--- src/rtl/ddr_tx_framer.sv ---
// Transmit framer for the DDR output mux: queues 4*WIDTH-bit words and emits each
// word as two consecutive frames of din1st/din2nd slices, idling with drivers off.
module ddr_tx_framer #(
    parameter int unsigned      WIDTH      = 16,
    parameter int unsigned      FIFO_DEPTH = 4,
    parameter logic [WIDTH-1:0] IDLE_PAT   = {WIDTH{1'b0}},
    parameter int unsigned      STARTUP    = 8
) (
    input  logic               clock,
    input  logic               aclr,
    input  logic               enable,
    input  logic               wr_en,
    input  logic [4*WIDTH-1:0] wr_data,
    output logic               wr_full,
    input  logic               clr_err,
    output logic               overflow,
    output logic [WIDTH-1:0]   din1st,
    output logic [WIDTH-1:0]   din2nd,
    output logic               noe,
    output logic               tx_frame,
    output logic               tx_busy
);

    localparam int unsigned AW = $clog2(FIFO_DEPTH);
    localparam int unsigned CW = AW + 1;
    localparam int unsigned SW = $clog2(STARTUP + 1);
    localparam int unsigned DW = 4 * WIDTH;

    typedef enum logic [1:0] {S_IDLE, S_F0, S_F1} state_t;

    state_t          state;
    state_t          state_next;
    logic [DW-1:0]   mem [FIFO_DEPTH];
    logic [AW-1:0]   wr_ptr;
    logic [AW-1:0]   rd_ptr;
    logic [CW-1:0]   count;
    logic [CW-1:0]   count_next;
    logic            rd_ok;
    logic [SW-1:0]   st_cnt;
    logic            ready;
    logic            push;
    logic            pop;
    logic [DW-1:0]   head_word;
    logic [DW-1:0]   word_q;

    assign push       = wr_en & ~wr_full;
    assign count_next = count + CW'(push) - CW'(pop);
    assign head_word  = mem[rd_ptr];
    assign ready      = (st_cnt == SW'(STARTUP));

    // FIFO storage; contents need no reset, emptiness is held by the pointers
    always_ff @(posedge clock) begin
        if (push) mem[wr_ptr] <= wr_data;
    end

    // rd_ok: head word has been resident for at least one full edge
    always_ff @(posedge clock or posedge aclr) begin
        if (aclr) begin
            wr_ptr  <= '0;
            rd_ptr  <= '0;
            count   <= '0;
            wr_full <= 1'b0;
            rd_ok   <= 1'b0;
        end else begin
            if (push) wr_ptr <= wr_ptr + AW'(1);
            if (pop)  rd_ptr <= rd_ptr + AW'(1);
            count   <= count_next;
            wr_full <= (count_next == CW'(FIFO_DEPTH));
            rd_ok   <= (count_next > CW'(1)) | ((count_next == CW'(1)) & ~push);
        end
    end

    // Sticky overflow; a dropped write beats a same-cycle clear
    always_ff @(posedge clock or posedge aclr) begin
        if (aclr) begin
            overflow <= 1'b0;
        end else if (wr_en && wr_full) begin
            overflow <= 1'b1;
        end else if (clr_err) begin
            overflow <= 1'b0;
        end
    end

    // Startup delay counter, saturating at STARTUP
    always_ff @(posedge clock or posedge aclr) begin
        if (aclr) begin
            st_cnt <= '0;
        end else if (!ready) begin
            st_cnt <= st_cnt + SW'(1);
        end
    end

    always_ff @(posedge clock or posedge aclr) begin
        if (aclr) state <= S_IDLE;
        else      state <= state_next;
    end

    always_comb begin
        state_next = state;
        pop        = 1'b0;
        case (state)
            S_IDLE: begin
                if (ready && enable && rd_ok) begin
                    pop        = 1'b1;
                    state_next = S_F0;
                end
            end
            S_F0: state_next = S_F1;
            S_F1: begin
                if (enable && rd_ok) begin
                    pop        = 1'b1;
                    state_next = S_F0;
                end else begin
                    state_next = S_IDLE;
                end
            end
            default: state_next = S_IDLE;
        endcase
    end

    // Output registers track the next state; frame1 comes from the held word
    always_ff @(posedge clock or posedge aclr) begin
        if (aclr) begin
            word_q   <= '0;
            din1st   <= IDLE_PAT;
            din2nd   <= IDLE_PAT;
            noe      <= 1'b1;
            tx_busy  <= 1'b0;
            tx_frame <= 1'b0;
        end else begin
            if (pop) word_q <= head_word;
            case (state_next)
                S_F0: begin
                    din1st <= head_word[WIDTH-1:0];
                    din2nd <= head_word[2*WIDTH-1:WIDTH];
                end
                S_F1: begin
                    din1st <= word_q[3*WIDTH-1:2*WIDTH];
                    din2nd <= word_q[4*WIDTH-1:3*WIDTH];
                end
                default: begin
                    din1st <= IDLE_PAT;
                    din2nd <= IDLE_PAT;
                end
            endcase
            noe      <= ~((state_next != S_IDLE) | (ready & enable));
            tx_busy  <= (state_next != S_IDLE);
            tx_frame <= (state_next == S_F1);
        end
    end

endmodule

--- config.mk ---
export PLATFORM = sky130hd
export DESIGN_NAME = ddr_tx_framer
export DESIGN_NICKNAME = d
export VERILOG_FILES = /design/src/rtl/ddr_tx_framer.sv
export SDC_FILE = /design/constraint.sdc
export NUM_CORES = 1
export LEC_CHECK = 0
export CAP_MARGIN = 0
export CORE_MARGIN = 3
export CORE_UTILIZATION = 40
export CTS_BUF_LIST = sky130_fd_sc_hd__clkbuf_8
export DETAILED_ROUTE_END_ITERATION = 10
export MAX_ROUTING_LAYER = met4
export SKIP_LAST_GASP = 1
export SYNTH_ARGS = -nofsm -noshare
export SYNTH_HDL_FRONTEND = slang
export SYNTH_SLANG_ARGS = --single-unit
--- constraint.sdc ---
create_clock -name clock -period 7.5 [get_ports clock]
set_clock_uncertainty 0.05 [all_clocks]
set_input_delay 1.125 -clock clock [delete_from_list [all_inputs] [get_ports clock]]
set_output_delay 1.125 -clock clock [all_outputs]
set_load 0.1 [all_outputs]
==> reports/results.txt <==
Period minus WS final -> 3.41 ns
Die H -> 182 um
CTS Buf Count -> 53
EDFF count, synth -> 256
Critical Path RT -> 6.32 ns
Ys flop type -> edfxtp_1
RD Place Congestion -> 0.687
Initial Util -> 41.1%
Slowest stage delay, CP -> 1.19 ns
Min-delay worst type -> register to register
Critical path class -> register to output port
Number of I/O port buffers -> 105
Mapped Nets -> 621
Buf+Inv Stages, Crit Path -> 1
Initial antenna violation count -> 1
GRT Total Usage -> 14.6%
P_int -> 0.00407 W
Leakage -> 5.23 nW
Maxcap violations -> 0
Vias/cell -> 5.11
NetSw -> 0.00212 W
Antenna-violating nets left -> 0
Die width -> 182 um
Syn_area_per_cell -> 22.8 sq um
Number of cells on the critical path -> 1
Core Footprint -> 30100 sq um
Commonest non-fill, non-tap cells in the layout -> edfxtp_1, clkdlybuf4s50_1, dfrtp_1, mux4_2, clkbuf_8
Clk Latency, worst-skew pair -> 0.58 ns
Largest net degree at the start of global routing -> 68
Clock share of power -> 24.2%
Worst-path maximum fanout -> 6
# rows -> 63
Worst path slowest cell -> clkdlybuf4s50_1
Share of layout cells above drive strength 1 -> 24.8%
Achievable frequency -> 0.293 GHz
CP arrival -> 2.23 ns
WL/cell -> 21.0 um
Router iterations before antenna repair -> 4
Fillcell total -> 2475
Gr ovfl total -> 0
Setup total negative slack -> 0 ns
Worst Tran Pin Value -> 1.21 ns
Yosys cell types -> 31
Setup crit start kind -> register
Cts repair resizes -> 0
Num ports -> 106
Kind of end point of the critical path -> output port
Clk root buf -> clkbuf_8
Syn-to-layout area delta -> 19.9%
Vias in the first global route -> 6378
Outcome -> finished clean
R2R cell count -> 10
Largest delay share family, worst path -> buffers and inverters
First-pass GRT wire length -> 36.3 mm
Max transition margin -> 19.4%
Gate power share -> 30.7%
Critical-path cell list -> clkdlybuf4s50_1
RSZ-0062 raised after global routing -> false
Max IR drop VDD -> 0.257 mV
Sw frac -> 34.2%
Register bit total from synthesis -> 338
Total number of yosys warnings -> 0
Htree depth -> 2
Clk sinks -> 338
Seq/Total Area, Yosys -> 78.6%
Async SR Flop Fraction -> 24.3%
Clk pin slew, worst setup/hold paths -> 0.06 ns
1st-iter DRT viols -> 329
Setup Fix Bufs, Post-CTS -> 0
Final slew viol count -> 0
Final setup violation count -> 0
WHS Path Cells -> 1
Residual DRC -> 0
Final Hold Viols -> 0
Syn Inst Count -> 543
Post-Route Utilization -> 49.3%
Commonest non-fill, non-tap cell in the layout -> edfxtp_1
Die footprint -> 33100 sq um
Drt total wl -> 23.4 mm
Part of the power in registers -> 45.1%
Final HPWL DP -> 12.4 mm
Power per Cell Area -> 417 nW/um^2
Final period util -> 45.5%
Final nets -> 756
# hold bufs at CTS -> 0
CTS tree -> done
CTS Buffer Depth -> 3
Post-Syn Area -> 12400 sq um
Vias post-DR -> 5678
cell usage after synthesis, types with 4 or more instances:
cell type  instances  area [sq um]
and2_1             4          25.0
xnor2_1            6          52.6
clkbuf_1           6          22.5
buf_1              5          18.8
a22o_1            32           280
ha_1               8           100
buf_2              5          25.0
mux2_2            33           372
buf_6              8          90.1
edfxtp_1         256          7690
inv_1             10          37.5
dfrtp_1           81          2030
mux4_2            64          1440
flip-flops by register name, indices dropped and copies added, names as in the netlist:
name,count
st_cnt,4
din1st,16
count,3
rd_ptr,2
wr_full,1
noe,1
rd_ok,1
state,2
tx_busy,1
din2nd,16
mem,256
word_q,32
wr_ptr,2
overflow,1
metrics by stage:
step / instance area (sq um) / worst slack, ns / hold WS, ns / total power, W / std cells
final: 14900 / 4.09 / 0.450 / 0.00619 / 1112
after global routing: 14900 / 3.79 / 0.459 / 0.00649 / 1112
after CTS: 14900 / 4.04 / 0.453 / 0.00628 / 1111
after detailed placement: 13800 / 3.46 / 0.449 / 0.00477 / 1013
after global placement: 13800 / 3.54 / 0.403 / 0.00472 / 1013
after floorplan: 12400 / 4.01 / 0.388 / 0.00426 / 543
per-layer routing:
layer / wire length (um) / track usage [%] / vias up
met1: 10100 / 19.2 / 2963
met5: 0 / - / -
met4: 532 / 4.48 / 0
li1: - / - / 2481
met2: 11300 / 23.1 / 187
met3: 1430 / 3.21 / 47
cells by family after synthesis:
family	share of synthesized area [%]
buffers and inverters	1.75
xor gates and xnor gates	0.566
and+or+nand+nor	0.666
muxes	14.6
adders and majority gates	0.969
AOI/OAI and AO/OA	2.81
DFF	78.6
layout make-up:
cell class	count	area, sq um	share of cell area (%)
multi-input cells	168	2450	16.5
diodes	1	2.50	0.0168
flip-flops and latches	338	9750	65.6
well taps	390	488	3.29
repair buffers	107	1070	7.18
clock buffers	62	853	5.74
inverters	10	40.0	0.270
clock inverters	36	205	1.38
worst paths after layout:
path                         endpoint  slack [ns]        from
max                          tx_frame        4.09    state[1]
min                        din2nd[15]        0.45  word_q[63]
max reg2reg                     rd_ok        4.24   st_cnt[0]
min reg2reg                din2nd[15]        0.45  word_q[63]
max in group asynchronous   rd_ptr[0]        5.36        aclr
min in group asynchronous  din2nd[13]        0.93        aclr
power groups by stage:
stage          clock, W  combinational [W]  sequential (W)
3_3_place_gp          0            0.00191         0.00281
2_1_floorplan         0           0.000962         0.00329
6_report        0.00150            0.00190         0.00279
4_1_cts         0.00154            0.00194         0.00281
5_1_grt         0.00163            0.00201         0.00285
3_5_place_dp          0            0.00193         0.00284
(Power assumes the default switching activity.)
